## src/rtl/l5_ram_arbiter.sv

```systemverilog
// Two-port round-robin arbiter in front of a single-port synchronous RAM.
// Each access runs IDLE -> WRITE/READ -> DONE; all outputs come straight from flops.
module l5_ram_arbiter #(
    parameter int RD_LAT = 1
) (
    input  logic        clk,
    input  logic        rst_n,
    input  logic        req0,
    input  logic        req1,
    input  logic        wr0,
    input  logic        wr1,
    input  logic [7:0]  addr0,
    input  logic [7:0]  addr1,
    input  logic [31:0] wdata0,
    input  logic [31:0] wdata1,
    output logic        gnt0,
    output logic        gnt1,
    output logic        done0,
    output logic        done1,
    output logic [31:0] rdata,
    output logic [7:0]  ram_a,
    output logic        ram_cs,
    output logic        ram_oe,
    output logic        ram_we,
    output logic [31:0] ram_di,
    input  logic [31:0] ram_dout
);

    typedef enum logic [1:0] {
        IDLE  = 2'd0,
        WRITE = 2'd1,
        READ  = 2'd2,
        DONE  = 2'd3
    } state_t;

    localparam logic [1:0] CNT_LAST = 2'(RD_LAT - 1);

    state_t      r_state;
    state_t      w_next;
    logic        r_last;
    logic        r_port;
    logic [1:0]  r_cnt;
    logic        r_gnt0;
    logic        r_gnt1;
    logic        r_done0;
    logic        r_done1;
    logic [31:0] r_rdata;
    logic [7:0]  r_ram_a;
    logic        r_ram_cs;
    logic        r_ram_oe;
    logic        r_ram_we;
    logic [31:0] r_ram_di;

    logic        w_take;
    logic        w_win;
    logic        w_wr;
    logic [7:0]  w_addr;
    logic [31:0] w_wdata;

    // On contention the port that did not win last time takes the grant.
    always_comb begin
        w_next  = r_state;
        w_take  = 1'b0;
        w_win   = (req0 && req1) ? ~r_last : req1;
        w_wr    = w_win ? wr1 : wr0;
        w_addr  = w_win ? addr1 : addr0;
        w_wdata = w_win ? wdata1 : wdata0;
        case (r_state)
            IDLE: begin
                if (req0 || req1) begin
                    w_take = 1'b1;
                    w_next = w_wr ? WRITE : READ;
                end
            end
            WRITE: w_next = DONE;
            READ: begin
                if (r_cnt == CNT_LAST) begin
                    w_next = DONE;
                end
            end
            DONE:    w_next = IDLE;
            default: w_next = IDLE;
        endcase
    end

    // Strobes are computed from the next state so they line up with the state they belong to.
    always_ff @(posedge clk) begin
        if (!rst_n) begin
            r_state  <= IDLE;
            r_last   <= 1'b1;
            r_port   <= 1'b0;
            r_cnt    <= 2'd0;
            r_gnt0   <= 1'b0;
            r_gnt1   <= 1'b0;
            r_done0  <= 1'b0;
            r_done1  <= 1'b0;
            r_rdata  <= 32'd0;
            r_ram_a  <= 8'd0;
            r_ram_cs <= 1'b0;
            r_ram_oe <= 1'b0;
            r_ram_we <= 1'b0;
            r_ram_di <= 32'd0;
        end else begin
            r_state  <= w_next;
            r_gnt0   <= w_take && !w_win;
            r_gnt1   <= w_take && w_win;
            r_done0  <= (r_state != DONE) && (w_next == DONE) && !r_port;
            r_done1  <= (r_state != DONE) && (w_next == DONE) && r_port;
            r_ram_cs <= (w_next == WRITE) || (w_next == READ);
            r_ram_we <= (w_next == WRITE);
            r_ram_oe <= (w_next == READ);
            if (w_take) begin
                r_last  <= w_win;
                r_port  <= w_win;
                r_cnt   <= 2'd0;
                r_ram_a <= w_addr;
                if (w_wr) begin
                    r_ram_di <= w_wdata;
                end
            end
            if (r_state == READ) begin
                r_cnt <= r_cnt + 2'd1;
                if (w_next == DONE) begin
                    r_rdata <= ram_dout;
                end
            end
        end
    end

    assign gnt0   = r_gnt0;
    assign gnt1   = r_gnt1;
    assign done0  = r_done0;
    assign done1  = r_done1;
    assign rdata  = r_rdata;
    assign ram_a  = r_ram_a;
    assign ram_cs = r_ram_cs;
    assign ram_oe = r_ram_oe;
    assign ram_we = r_ram_we;
    assign ram_di = r_ram_di;

endmodule

```

## config.mk

```make
export PLATFORM = sky130hd
export DESIGN_NAME = l5_ram_arbiter
export DESIGN_NICKNAME = d
export VERILOG_FILES = /design/src/rtl/l5_ram_arbiter.sv
export SDC_FILE = /design/constraint.sdc
export NUM_CORES = 1
export LEC_CHECK = 0
export BUFFER_PORTS_ARGS = -buffer_cell sky130_fd_sc_hd__buf_2
export CAP_MARGIN = 20
export CORE_MARGIN = 8
export CORE_UTILIZATION = 30
export CTS_BUF_LIST = sky130_fd_sc_hd__clkbuf_4
export DETAILED_ROUTE_END_ITERATION = 10
export GPL_TIMING_DRIVEN = 0
export PLACE_DENSITY = 0.56
export SETUP_SLACK_MARGIN = 0.4
export SYNTH_ARGS = -nofsm -noshare
export SYNTH_HDL_FRONTEND = slang
export SYNTH_SLANG_ARGS = --single-unit
```

## constraint.sdc

```tcl
create_clock -name clk -period 3.18 [get_ports clk]
set_input_delay 0.318 -clock clk [delete_from_list [all_inputs] [get_ports clk]]
set_output_delay 0.318 -clock clk [all_outputs]
set_load 0.01 [all_outputs]
```

* Yosys cells after proc, flatten, opt, wreduce, memory -nomap -nowiden
Index checks and enable logic that the tools add are counted.
Word-level totals: register bits after elaboration 85, output and inout bits 79, word-level logic and storage cells 50
Cells by class: equal/unequal tests 7, reductions and logical operators 15, mux-type cells 12, bitwise operators 1, add/subtract/negate cells 1
Operators with widths (count):
- two-way mux 32 bit | 1
- two-way mux 2 bit | 5
- == test 2 bit, second input constant | 4
- two-way mux 8 bit | 1
- one-hot mux 2 bit (4 select lines) | 1
- logical AND 1 bit | 6
- == test 2 x 1 -> 1 bit, second input constant | 2
- zero test 2 bit | 2
- two-way mux 1 bit | 4
- AND reduction 2 bit | 2
- adder 2 x 1 -> 2 bit, second input constant | 1
- zero test 1 bit | 2
- logical OR 1 bit | 2
- != test 2 bit, second input constant | 1
- nonzero test 2 bit | 1
- NOT 1 bit | 1

* Logic depth before layout (Yosys ltp)
depth in word-level cells 9, mapped depth 12

* Least setup slack after synthesis
OpenSTA, ideal clock, no wires.
kind register to register, start register r_state[0], end register r_rdata[13], in the netlist rdata[13], data required time 3104 ps, setup slack 1087 ps, stages on the path, launching flop included 11, arrival time 2018 ps, period minus slack after synthesis 2093 ps, cells stage by stage dfxtp_1 -> inv_1 -> ha_1 -> a21boi_1 -> a31oi_1 -> ha_1 -> and2_1 -> clkbuf_1 -> clkbuf_1 -> nand2_1 -> a21boi_0
Between the ends: word-level cells in the longest chain between the ends 4, elaborated cells between the ends (all ways) 9, classes of those cells 4 x eq/ne; 3 x mux; 2 x reduce/logical
RTL lines:
- from (decl) | RTL line 38 | state_t r_state;
- from (signal assigned) | RTL line 104 | r_state <= w_next;
- == test 2 bit, or another cell as far along | RTL line 68 | case (r_state)
- one-hot mux 2 bit (4 select lines) * | RTL line 68
- via w_next[1] | RTL line 39 | state_t w_next;
- == test 2 bit * | RTL line 123 | if (w_next == DONE) begin
- AND reduction 2 bit (no line) *
- to (signal assigned) | RTL line 124 | r_rdata <= ram_dout;
- to (decl) | RTL line 47 | logic [31:0] r_rdata;
Mark *: on every way through the listed nets, which the timed path passes. The rest lies on a longest branch. A chain may end at the register's enable or synchronous reset.

* Final worst setup path
start register r_state[0], end register r_rdata[16], in the netlist rdata[16]
Same word-level chain as after synthesis.

==> run metrics <==
outcome=finished clean; DRC=0; Die X=~130 um; antenna-violating nets left=0; io pins=around 200; cell taking the most area after synthesis=dfxtp_1; Initial Utilization=0.3058; VDD IR max=0.0002371 V; Vias=3,508; Data arrival, critical path=roughly 2.8 ns; Worst EP required=3.55 ns; WHS=0.09227 ns; RSZ-0062 raised after global routing=no; Leak=0.002674 uW; latest clock arrival within the worst-skew pair=around 0.43 ns; CTS sink cnt=85; number of synthesized flops with an enable pin=0; max_slew headroom=0.6838; P_int=2046 uW; area delta synth->final=36.06%; ys async rst share=0; FMAX=between 0.4 and 0.5 GHz; max_cap viols=0; clk root buf=clkbuf_4; switching share of power=0.3639; fin. max-slew vios=0; DRT Wirelength=between 10 and 15 mm; Num CTS Buffers=9; DR top layer=met5; Comb pwr share=0.370; top post-synthesis cells by count=dfxtp_1, nand2_1, nand3_1; path category of the worst min-delay check=primary input to flip-flop; FF-to-FF setup slack=between 0.7 and 0.8 ns; H-tree depth=3; first-pass GRT wire length=approximately 19 mm; Setup TNS=0 ns; Final Hold Fails=0; area occupied by multi-input gates=approximately 1800 um2; wire per inst=15.46 um; DP Area=approximately 4800 um2; die height=around 130 um; All-Layer GR Usage=0.1452; hpwl dp=9.271 mm; Clock Skew=between 0.01 and 0.015 ns; Post-CTS Setup Inserts=0; clock group share of total power=0.198; post-layout min period=between 2 and 2.5 ns; clock transition at the registers of the reported paths=around 0.13 ns; placed insts=around 730; CTS tree=yes; vias in the first global route=about 3,700; Post-synth top flop=dfxtp_1; Synth top area share=0.4653; hold-fix buffer count after cts=0; worst-path fanout max=10; Syn Area/Cell=roughly 9.4 um2; Final nets=between 700 and 800; layout cells sized above 1=0.3804; GP Congestion=between 0.7 and 0.8; Cell Area, Synth=roughly 3700 um2; Yosys warnings=0; Seq/Total Area, Yosys=0.4653; row count=40; storage element area=1702 um2; I/O Buffers=approximately 200; Core ar.=~12,000 um2; GRT overflow=0; routed vias/inst=4.677; pwr/cell area=approximately 650 nW/um2; Mapped Cells=a little under 400; drt first pass iters=4; fill count=between 1,000 and 1,500; routed wl met2=~5.5 mm; Worst Setup End Kind=flip-flop; WS Path Type=flip-flop to flip-flop; Syn Nets=between 500 and 600; endpoints failing setup=0; Starting DRT DRC Count=87; fin util=0.4160; Seq pwr share=0.432; largest net degree at the start of global routing=15; die footprint=roughly 16,000 um2; non-filler cells, final=750; Design Area, Final=roughly 5000 um2; met3 wire length=between 1 and 1.5 mm; Startpoint Class=flip-flop; Yosys reg bits=85; P_sw=between 1000 and 1500 uW; fin crit share=0.7704; initial antenna violation count=1; worst-margin pin slew=0.4743 ns; clk buf depth=2; Area contributors post-synth=dfxtp_1, mux2i_1, o211a_1, nand2_1, nand3_1; library cells used by synthesis=31; WL met1=4.937 mm
==> sequential cells by signal, indices dropped and copies added (netlist names) <==
name     flops
rdata       32
gnt0         1
ram_di      32
r_last       1
r_port       1
ram_oe       1
ram_a        8
r_state      2
ram_cs       1
ram_we       1
done1        1
done0        1
r_cnt        2
gnt1         1
==> cells by family (layout without fill, tap and decap cells) <==
logic type                 Yosys count  in the layout  synth area share
AOI/OAI and AO/OA                   86             86            0.1953
buffers and inverters               41            253           0.05337
other                                0              1                 0
adders and majority gates            9              9           0.03079
DFF                                 85             85            0.4653
and+or+nand+nor                    137            137            0.1676
muxes                               32             32           0.08758
==> placed cells by master, fill, tap and decap left out, types with 2 or more instances in the layout <==
cell type,netlist,routed
a21oi_1,2,2
nor2_1,2,2
o21ai_0,3,3
clkbuf_1,25,19
clkbuf_2,0,6
buf_6,5,5
a31oi_1,2,2
a21boi_1,17,17
a21boi_0,17,17
nand3b_1,2,2
a22oi_1,7,7
ha_1,9,9
and2_1,7,7
nand2_1,85,85
inv_1,8,8
clkinvlp_4,0,3
buf_2,3,199
nand3_1,33,33
dfxtp_1,85,85
and3_1,2,2
o21ai_1,2,2
clkbuf_4,0,11
o211a_1,32,32
mux2i_1,32,32
==> per-stage QoR <==
step	power, uW	setup slack (ns)
after floorplan	2133	1.087
after global placement	2590	0.6536
after detailed placement	2621	0.5323
after CTS	3282	0.5514
after global routing	3482	0.4724
final	3216	0.7301
==> power by group through the flow <==
stage,combinational (uW),clock (uW),sequential (uW)
3_3_place_gp,1180,0,1410
6_report,1190,637,1390
4_1_cts,1210,679,1390
5_1_grt,1340,727,1420
2_1_floorplan,637,0,1500
3_5_place_dp,1210,0,1410
==> layer usage <==
metal | vias to the layer above | track usage
li1 | 1771 | -
met1 | 1599 | 0.1587
met4 | 2 | 0.05520
met3 | 12 | 0.06033
met2 | 124 | 0.2459
met5 | - | 0
==> final cells by class <==
type / count / area share
inverters: 8 / 0.006035
plain buffers: 33 / 0.03470
multi-input cells: 264 / 0.3538
well taps: 147 / 0.03696
diodes: 1 / 0.0005029
flip-flops and latches: 85 / 0.3420
clock buffers: 11 / 0.01660
repair buffers: 196 / 0.1971
clock inverters: 5 / 0.01232
==> worst paths after layout <==
| check | start | endpoint | depth (start not counted) |
|---|---|---|---|
| min | addr0[5] | ram_a[5]$_SDFFE_PN0P_ | 3 |
| max reg2reg | r_state[0]$_SDFF_PN0_ | rdata[16]$_SDFFE_PN0P_ | 10 |
| min reg2reg | ram_a[3]$_SDFFE_PN0P_ | ram_a[3]$_SDFFE_PN0P_ | 2 |
| max | r_state[0]$_SDFF_PN0_ | rdata[16]$_SDFFE_PN0P_ | 10 |
==> what timing repair did <==
item | 4_1_cts | 5_1_grt
endpoints found under the hold margin | 0 | 0
setup endpoints to repair | 0 | 16
gates resized for setup | 0 | 12
==> worst max-delay path, cell delays in order (launching register included) <==
cell and delay, ns:
dfxtp_1 0.39, inv_1 0.11, ha_1 0.24, a21boi_1 0.15, a31oi_1 0.39, ha_1 0.29, and2_1 0.14, clkbuf_1 0.19
clkbuf_2 0.25, nand2_1 0.09, a21boi_0 0.15
Note: power is estimated with default switching activity, not from simulation.
